`src/rtl/fetch_decode_queue.sv`:
```
// ---------------------------------------------------------------------------
// fetch_decode_queue
//
// Instruction buffer between the fetch and decode stages. Each fetched packet
// {pc, instruction, pred_taken, pred_target} is captured into a circular
// buffer and presented to decode in strict arrival order. The buffer lets
// fetch keep running while decode stalls. A controller flush discards every
// packet in flight.
//
// Ports
//   clk              system clock, all state updates on the rising edge
//   rst              synchronous reset, active-high (priority over flush)
//   flush            controller flush (mispredict / irregular PC)
//   in_valid         fetch presents a packet
//   in_ready         queue can accept a packet (registered state only)
//   in_pc            PC of the fetched instruction
//   in_instruction   fetched instruction word
//   in_pred_taken    branch predicted taken
//   in_pred_target   predicted branch target
//   out_valid        head packet available to decode
//   out_ready        decode consumes the head this cycle
//   out_pc           head PC (zero when out_valid is low)
//   out_instruction  head instruction (zero when out_valid is low)
//   out_pred_taken   head prediction (zero when out_valid is low)
//   out_pred_target  head predicted target (zero when out_valid is low)
//   count            number of occupied entries, 0..DEPTH
// ---------------------------------------------------------------------------
module fetch_decode_queue #(
  parameter int DEPTH      = 4,
  parameter int ADDR_WIDTH = 32,
  parameter int INSN_WIDTH = 32
) (
  input  logic                         clk,
  input  logic                         rst,
  input  logic                         flush,
  input  logic                         in_valid,
  output logic                         in_ready,
  input  logic [ADDR_WIDTH-1:0]        in_pc,
  input  logic [INSN_WIDTH-1:0]        in_instruction,
  input  logic                         in_pred_taken,
  input  logic [ADDR_WIDTH-1:0]        in_pred_target,
  output logic                         out_valid,
  input  logic                         out_ready,
  output logic [ADDR_WIDTH-1:0]        out_pc,
  output logic [INSN_WIDTH-1:0]        out_instruction,
  output logic                         out_pred_taken,
  output logic [ADDR_WIDTH-1:0]        out_pred_target,
  output logic [$clog2(DEPTH+1)-1:0]   count
);

  localparam int PTR_W = $clog2(DEPTH);
  localparam int CNT_W = $clog2(DEPTH+1);

  localparam logic [CNT_W-1:0] CNT_FULL = CNT_W'(DEPTH);
  localparam logic [PTR_W-1:0] PTR_ONE  = PTR_W'(1);
  localparam logic [CNT_W-1:0] CNT_ONE  = CNT_W'(1);

  // Payload storage. Contents are never cleared; occupancy is tracked by
  // count_q alone, so stale data is unreachable after flush or reset.
  logic [ADDR_WIDTH-1:0] pc_mem     [DEPTH];
  logic [INSN_WIDTH-1:0] insn_mem   [DEPTH];
  logic                  taken_mem  [DEPTH];
  logic [ADDR_WIDTH-1:0] target_mem [DEPTH];

  logic [PTR_W-1:0] wr_ptr;
  logic [PTR_W-1:0] rd_ptr;
  logic [CNT_W-1:0] count_q;

  logic push;
  logic pop;

  // Handshake flags come from registered state only; in particular in_ready
  // ignores out_ready, so a full queue never accepts a pass-through push.
  assign in_ready  = (count_q != CNT_FULL);
  assign out_valid = (count_q != '0);
  assign push      = in_valid  & in_ready;
  assign pop       = out_valid & out_ready;
  assign count     = count_q;

  // Pointers, occupancy and payload. Reset and flush share the same effect;
  // either one discards the push/pop of that cycle.
  always_ff @(posedge clk) begin
    if (rst || flush) begin
      wr_ptr  <= '0;
      rd_ptr  <= '0;
      count_q <= '0;
    end else begin
      if (push) begin
        pc_mem[wr_ptr]     <= in_pc;
        insn_mem[wr_ptr]   <= in_instruction;
        taken_mem[wr_ptr]  <= in_pred_taken;
        target_mem[wr_ptr] <= in_pred_target;
        wr_ptr             <= wr_ptr + PTR_ONE;
      end
      if (pop) begin
        rd_ptr <= rd_ptr + PTR_ONE;
      end
      case ({push, pop})
        2'b10:   count_q <= count_q + CNT_ONE;
        2'b01:   count_q <= count_q - CNT_ONE;
        default: count_q <= count_q;
      endcase
    end
  end

  // Head presentation: decode sees an all-zero NOP bubble when empty.
  always_comb begin
    out_pc          = '0;
    out_instruction = '0;
    out_pred_taken  = 1'b0;
    out_pred_target = '0;
    if (out_valid) begin
      out_pc          = pc_mem[rd_ptr];
      out_instruction = insn_mem[rd_ptr];
      out_pred_taken  = taken_mem[rd_ptr];
      out_pred_target = target_mem[rd_ptr];
    end
  end

endmodule

```
`config.mk`:
```
export PLATFORM = sky130hd
export DESIGN_NAME = fetch_decode_queue
export DESIGN_NICKNAME = d
export VERILOG_FILES = /design/src/rtl/fetch_decode_queue.sv
export SDC_FILE = /design/constraint.sdc
export NUM_CORES = 1
export LEC_CHECK = 0
export ABC_AREA = 1
export BUFFER_PORTS_ARGS = -buffer_cell sky130_fd_sc_hd__buf_2
export CAP_MARGIN = 40
export CORE_AREA = 2 2 216 133
export DETAILED_ROUTE_END_ITERATION = 10
export DIE_AREA = 0 0 218 135
export PLACE_DENSITY = 0.78
export SLEW_MARGIN = 0
export SYNTH_ARGS = -nofsm -noshare
export SYNTH_HDL_FRONTEND = slang
export SYNTH_SLANG_ARGS = --single-unit
```
`constraint.sdc`:
```
create_clock -name clk -period 6 [get_ports clk]
set_input_delay 0.3 -clock clk [delete_from_list [all_inputs] [get_ports clk]]
set_output_delay 0.3 -clock clk [all_outputs]
set_load 0.01 [all_outputs]
```
* After elaboration in Yosys (flattened, before gate mapping) *
Memories as Yosys holds them, arrays and structs flattened. A register that Yosys moved wholly into a read port is not among the register bits.
Index checks and enable logic that the tools add are counted.

operators by class
  add/subtract/negate cells = 4
  eq/ne operators = 3
  muxes and demuxes = 16
  bitwise operators = 2
  reduce and logical (&&, ||, !) cells = 3

operators by type and width
  kind                 number
  $mux 32              3
  $mux 2               8
  $pmux 3 s2           1
  $add 2x1->2 const B  2
  $mux 1               4
  $add 3x1->3 const B  1
  $ne 3x3->1 const B   1
  $reduce_bool 3->1    1
  $sub 3x1->3 const B  1
  $and 1x1->1          2
  $eq 2x1->1 const B   1
  $eq 2x2->1 const B   1
  $reduce_bool 2->1    1
  $logic_or 1x1->1     1

word-level totals
  register bits after elaboration = 7
  memory bits (writable) = 388
  bits of input ports = 102
  output and inout bits = 102
  word-level logic and storage cells = 35
  memories = 4

memories
  memory      words  width  rd ports  clocked after Yosys merged registers in  write ports  line  text
  insn_mem    4      32     1         1                                        1            61    logic [INSN_WIDTH-1:0] insn_mem [DEPTH];
  pc_mem      4      32     1         1                                        1            60    logic [ADDR_WIDTH-1:0] pc_mem [DEPTH];
  target_mem  4      32     1         1                                        1            63    logic [ADDR_WIDTH-1:0] target_mem [DEPTH];
  taken_mem   4      1      1         1                                        1            62    logic taken_mem [DEPTH];

* Depth between registers and ports, before layout *
Gate-level depths: netlist of run 1.

  depth after elaboration = 5
  mapped depth = 13
  depth with buffers taken out = 13

* Worst setup path before layout of run 1 *
Ideal clock, no wire load.

  path type = register -> register
  from = reg count_q[1] (netlist: count[1])
  to = mem insn_mem[0][0], enable pin
  setup time = 554 ps
  data arrival time = 5002 ps
  required time = 5446 ps
  setup slack = 444 ps
  stages on the path, launching flop included = 5
  path buffers = 0
  clock period less this slack = 5556 ps
  path through = dfxtp_1 > nor2_2 > a21boi_0 > nand2_1 > nor2_1

on the way
  cells in the longest elaborated chain, start to end = 5

RTL lines
  element                       line  text
  start, declared               67    logic [CNT_W-1:0] count_q;
  start signal, assigned        99    2'b10: count_q <= count_q + CNT_ONE;
  start signal, assigned        100   2'b01: count_q <= count_q - CNT_ONE;
  start signal, assigned        101   default: count_q <= count_q;
  $ne 3x3->1                    74    assign in_ready = (count_q != CNT_FULL);
  $and 1x1->1                   76    assign push = in_valid & in_ready;
  $mux 1                        88    if (push) begin
  $mux 1                        83    if (rst || flush) begin
  $mux 1 (not written as such)  90    insn_mem[wr_ptr] <= in_instruction;
  end, declared                 61

No other way between the ends.

==> results of run 1 <==
power groups by stage:
stage               logic, W  clock network [W]  registers [W]
detailed placement  0.000333                  0        0.00315
floorplan           0.000172                  0        0.00315
finish              0.000384            0.00239        0.00309
global placement    0.000322                  0        0.00315
CTS                 0.000383            0.00243        0.00309
global route        0.000421            0.00254        0.00309
critical path, cell delays in order, from the launching register on:
cell and delay, ps:
dfxtp_4 440, inv_4 310, buf_16 320, buf_4 670, o21ai_0 230, a21oi_1 270, buf_2 200
state kept, by name, summed over array words and instances (netlist names), named ones only:
name and flops:
insn_mem 128, pc_mem 128, wr_ptr 2, target_mem 128, taken_mem 4, count 3, rd_ptr 2
layout make-up:
class	instances	area share
timing repair buffer	310	0.113
antenna	3	0.000396
inverter	20	0.00422
tap	367	0.0242
clock buffer	44	0.0524
sequential	397	0.624
multi-input combinational	726	0.169
clock inverter	22	0.0125
per-stage QoR:
stage / cells / power [W]
2_1_floorplan: 1217 / 0.00332
3_3_place_gp: 1725 / 0.00347
3_5_place_dp: 1730 / 0.00348
4_1_cts: 1886 / 0.00589
5_1_grt: 1889 / 0.00605
6_report: 1889 / 0.00586
path summary, 6_finish.rpt:
kind | slack [ps] | endpoint | start | cells after the start
worst max-delay path | 2640 | out_pred_target[1] | flip-flop | 6
worst min register to register | 530 | flip-flop | rd_ptr[1]$_SDFFE_PP0P_ | 2
worst max register to register | 3140 | pc_mem[1][6]$_DFFE_PP_ | count[1]$_SDFFE_PP0P_ | 5
worst min-delay path | 30 | target_mem[1][10]$_DFFE_PP_ | in_pred_target[10] | 1
cells in the mapped netlist (all sizes together):
library cell	instances
fa	1
edfxtp	388
nand3	4
a21oi	100
o21ai	196
nor2	403
clkbuf	33
a21boi	1
nand3b	1
ha	5
nand2	15
dfxtp	9
inv	20
buf	41
logic make-up (layout without fill, tap and decap cells):
kind of cell | Yosys count | count (layout) | share of synthesized area
adder cells (fa/ha/maj) | 6 | 6 | 0.00533
other | 0 | 3 | 0
AND/OR/NAND/NOR | 423 | 423 | 0.103
buffers and inverters | 94 | 396 | 0.0313
AO/OA/AOI/OAI | 297 | 297 | 0.0961
flip-flops | 397 | 397 | 0.764
cell usage in the layout, fill, tap and decap left out, types with 14 or more instances in the layout:
cell           count
dlygate4sd3_1     90
clkbuf_16         39
a21oi_1          100
buf_2            203
o21ai_1           97
edfxtp_1         388
o21ai_0           99
nor2_1           398
nand2_1           14
inv_1             17
metal layers:
layer  share of wire  vias to the layer above  track usage
met1            0.42                     4985        0.334
met5               0                        -            0
met2            0.48                      451        0.389
met4           0.018                        0       0.0646
li1                -                     4860            -
met3           0.083                       56       0.0426
==> reports/metrics.cfg, run 1 <==
[placement]
dp_slack_ps = 3170
dp_hpwl_mm = 18.7
placement.io_buffers = 203
placed_cell_area_mm2 = 0.0168
place.gp.congestion = 0.798

[yosys]
yosysTopAreaCellShare = 0.752
synth-seq-area-share = 0.764
synth_nets = 1325
synth.avg_cell_area_um2 = 12.7
synthCells = 1217
synth_area_leaders = edfxtp_1 75%, nor2_1 9.7%, a21oi_1 3.2%
synth_area_leader_cell = edfxtp_1
synth_seq_cells = 397
ys_types = 22
yosysWarnings = 0
syn_area_mm2 = 0.0155

[timing]
setup_tns_ps = 0
setup_viol = 0
clock_skew_ps = 23.6
fin_ws_ps = 2640
hold_violations = 0
max_slew_margin = 0.407
clock.fmax_mhz = 298
maxSlewViolCount = 0
post-route-period-util = 0.559
grt_setup_unrepaired = no
tightest_slew_ps = 890
min_period_ps = 3360
hold_slack_ps = 26.7

[floorplan]
start_util = 0.568
row_count = 47
die_w_um = 218
die_area_mm2 = 0.0294
die_h_um = 135
ios = 204
coreArea_mm2 = 0.0273

[global_routing]
first_global_vias = 10000
grt_overflow = 0
grt_pass1_wl_mm = 53.8
antenna_found_initial = 3
grt_use_total = 0.238
grt_start_max_net_pins = 98

[routing]
vias = 10400
first_pass_iters = 5
initialDrtViolationCount = 1110
drtAntennaViolNets = 0
drc_errors = 0
post_drt_wl_per_cell_um = 18.6
wl_mm = 35.1
routed_via_density = 5.48

[power]
p_switching_w = 0.00124
p_sw_frac = 0.211
irDropWorstVdd_mv = 0.258
power.density_mw_per_mm2 = 309
p_int_w = 0.00463
pwr-share-clk = 0.408
comb_power_share = 0.066
leakagePower_nw = 6.93
pwr-share-seq = 0.526

[cts]
postCtsSetupRepairBufs = 0
htreeDepth = 2
numCtsBuffers = 37
clkTransAtPathRegs_ps = 60
cts_root_buf = clkbuf_16
clockBufferDepth = 3
cts_sinks = 397
post_cts_resized = 0
cts_tree = yes
clock_latency_ps = 530
holdBufCountCts = 90

[setup_path]
cp_max_fo = 81
cp.arrival_ps = 3060
cp-end-kind = output port
start_kind = flip-flop
required_ps = 5700
critPathKind = flip-flop to output port

[cells_and_area]
syn2layout_area_growth_pct = 22.5
finalInstanceArea_mm2 = 0.0190
drive_above_1_share = 0.188
seq_area_mm2 = 0.0118
num-fill-cells = 1895
post-route-util = 0.695
multiInputGateArea_mm2 = 0.00320
final_nets = 1600

[status]
status = finished clean

[worst_hold_path]
hold_path.class = primary input to flip-flop

[run]
cap_violations = 0

No activity file was read; power rests on OpenSTA's default activity.
==> run 2: changes to the inputs <==
Settings changed: CORE_AREA 2 2 216 133 to 2 2 226 139, DIE_AREA 0 0 218 135 to 0 0 228 141, PLACE_DENSITY 0.78 to 0.75.
Clock period 6 ns to 3 ns, I/O delays scaled along.
==> run 2 against run 1 <==
  * Sequential power up 100%
  * Critical path depth unchanged
  * Die area up 9.2%
  * Non-clock buffer count up 16
  * Final area up 0.92%
  * Wire length up 0.11%
  * Register-to-register slack worse by 2400 ps
  * Total power up 95%
  * Cell count up 3.3%
  * Via count down 1.2%
  * Clock power up 87%
  * Critical endpoint is now out_pred_target[4]
  * Largest power group unchanged
  * Highest routed layer unchanged
==> reports/metrics.cfg, run 2 (synthesis gave the netlist of run 1 again) <==
[cts]
htreeDepth = 2  ; unchanged
cts_root_buf = clkbuf_16
clockBufferDepth = 3  ; unchanged
postCtsSetupRepairBufs = 0  ; unchanged
clkTransAtPathRegs_ps = 70  ; about the same
numCtsBuffers = 37  ; unchanged
clock_latency_ps = 530  ; about the same
cts_tree = yes
cts_sinks = 397  ; unchanged

[timing]
tightest_slew_ps = 735  ; -155 ps
hold_violations = 0  ; unchanged
max_slew_margin = 0.510  ; +0.103
min_period_ps = 2790
clock.fmax_mhz = 358
maxSlewViolCount = 0  ; unchanged
setup_tns_ps = 0  ; unchanged
grt_setup_unrepaired = no
clock_skew_ps = 15.4  ; -8.18 ps
hold_slack_ps = 370  ; +343 ps
setup_viol = 0  ; unchanged
fin_ws_ps = 209  ; -2430 ps
post-route-period-util = 0.930

[routing]
wl_mm = 35.1  ; +0.11%
initialDrtViolationCount = 945  ; -15%
drtAntennaViolNets = 0  ; unchanged
routed_via_density = 5.24  ; -4.3%
vias = 10200  ; -1.2%
post_drt_wl_per_cell_um = 18.0  ; -3.1%
drc_errors = 0  ; unchanged
first_pass_iters = 5  ; unchanged

[power]
leakagePower_nw = 6.97  ; +0.53%
power.density_mw_per_mm2 = 598  ; +94%
irDropWorstVdd_mv = 0.330  ; +28%

[global_routing]
antenna_found_initial = 1  ; -2
grt_pass1_wl_mm = 54.4  ; +1.3%
grt_start_max_net_pins = 105  ; +7.1%
grt_use_total = 0.217  ; -0.0210
grt_overflow = 0  ; unchanged
first_global_vias = 9862  ; -1.8%

[cells_and_area]
top_regs = insn_mem: 128 flops, pc_mem: 128 flops, target_mem: 128 flops
final_cell_mix = 398 x nor2_1, 388 x edfxtp_1, 203 x buf_2
syn2layout_area_growth_pct = 23.6
finalInstanceArea_mm2 = 0.0191  ; +0.92%
finalNonFillerCells = 1951  ; +3.3%
final_nets = 1616  ; +1.0%
drive_above_1_share = 0.186  ; -0.00183
final_common_cell = nor2_1

[floorplan]
start_util = 0.509  ; -0.0582
coreArea_mm2 = 0.0304  ; +11%
die_area_mm2 = 0.0321  ; +9.2%
die_w_um = 228  ; +4.6%
row_count = 50  ; +6.4%
die_h_um = 141  ; +4.4%
ios = 204  ; unchanged

[setup_path]
critPathKind = flip-flop to output port
required_ps = 2850  ; -2850 ps
cp_max_fo = 104  ; +28%
cp-end-kind = output port
cp.arrival_ps = 2640  ; -420 ps
start_kind = flip-flop

[placement]
placed_cell_area_mm2 = 0.0170  ; +0.74%
placedCellCount = 1781  ; +2.9%
place.gp.congestion = 0.757  ; -5.0%
dp_slack_ps = 761  ; -2400 ps
dp_hpwl_mm = 19.9  ; +5.9%
placement.io_buffers = 203  ; unchanged

[run]
cap_violations = 0  ; unchanged

[status]
status = finished clean

[worst_hold_path]
hold_path.class = primary input to flip-flop

==> run 2: cell count changes in the layout (fill, tap and decap cells not counted) <==
cell / previous run / this run
clkinvlp_4: 0 / 1
clkinv_2: 10 / 11
buf_16: 2 / 0
bufinv_16: 5 / 2
dlygate4sd3_1: 90 / 104
buf_4: 10 / 7
clkinv_1: 7 / 6
buf_12: 5 / 12
clkbuf_1: 5 / 7
diode_2: 3 / 1
inv_8: 1 / 0
==> run 2: layer usage <==
metal,track usage,share of wire,vias up
met1,0.310,0.44,4944
met5,0,0,-
met3,0.0435,0.071,38
li1,-,-,4890
met2,0.345,0.47,355
met4,0.0540,0.013,0
==> run 2: final timing paths <==
path / from / endpoint / slack, ps / depth (start not counted)
setup / recovery: flip-flop / out_pred_target[4] / 210 / 6
hold / removal: in_pc[19] / pc_mem[0][19]$_DFFE_PP_ / 370 / 2
setup reg to reg: count[1]$_SDFFE_PP0P_ / insn_mem[0][26]$_DFFE_PP_ / 710 / 5
hold reg to reg: wr_ptr[1]$_SDFFE_PP0P_ / wr_ptr[1]$_SDFFE_PP0P_ / 540 / 2
==> run 2: layout make-up <==
| type | count | area [um^2] |
|---|---|---|
| multi-input combinational | 726 | 3200 |
| antenna | 1 | 2.50 |
| sequential | 397 | 11800 |
| fill | 2308 | 11300 |
| timing repair buffer | 326 | 2350 |
| inverter | 20 | 80.1 |
| clock buffer | 46 | 1000 |
| tap | 416 | 520 |
| clock inverter | 19 | 144 |
==> run 2: report_power, final <==
group          switching, W  internal (W)  leakage [nW]  total [W]
registers         0.0000256       0.00615          3.58    0.00618
clock network       0.00194       0.00255         0.566    0.00448
logic              0.000484      0.000310          2.82   0.000794
==> run 2: timing repair <==
action,4_1_cts,5_1_grt
endpoints found under the setup margin,0,0
resized for setup,0,0
hold buffers,104,0
hold endpoints to repair,395,0
==> run 2: metrics by stage <==
stage	utilization	total power [W]
global route	0.630	0.0118
global placement	0.558	0.00697
detailed placement	0.558	0.00698
floorplan	-	0.00664
finish	0.630	0.0115
CTS	0.629	0.0115
==> run 2: critical path, cell delays in order (launching register included) <==
cell and delay, ps:
dfxtp_4 770, buf_12 430, nor2_1 100, nor2_1 120, o21ai_0 110, a21oi_1 310, buf_2 200
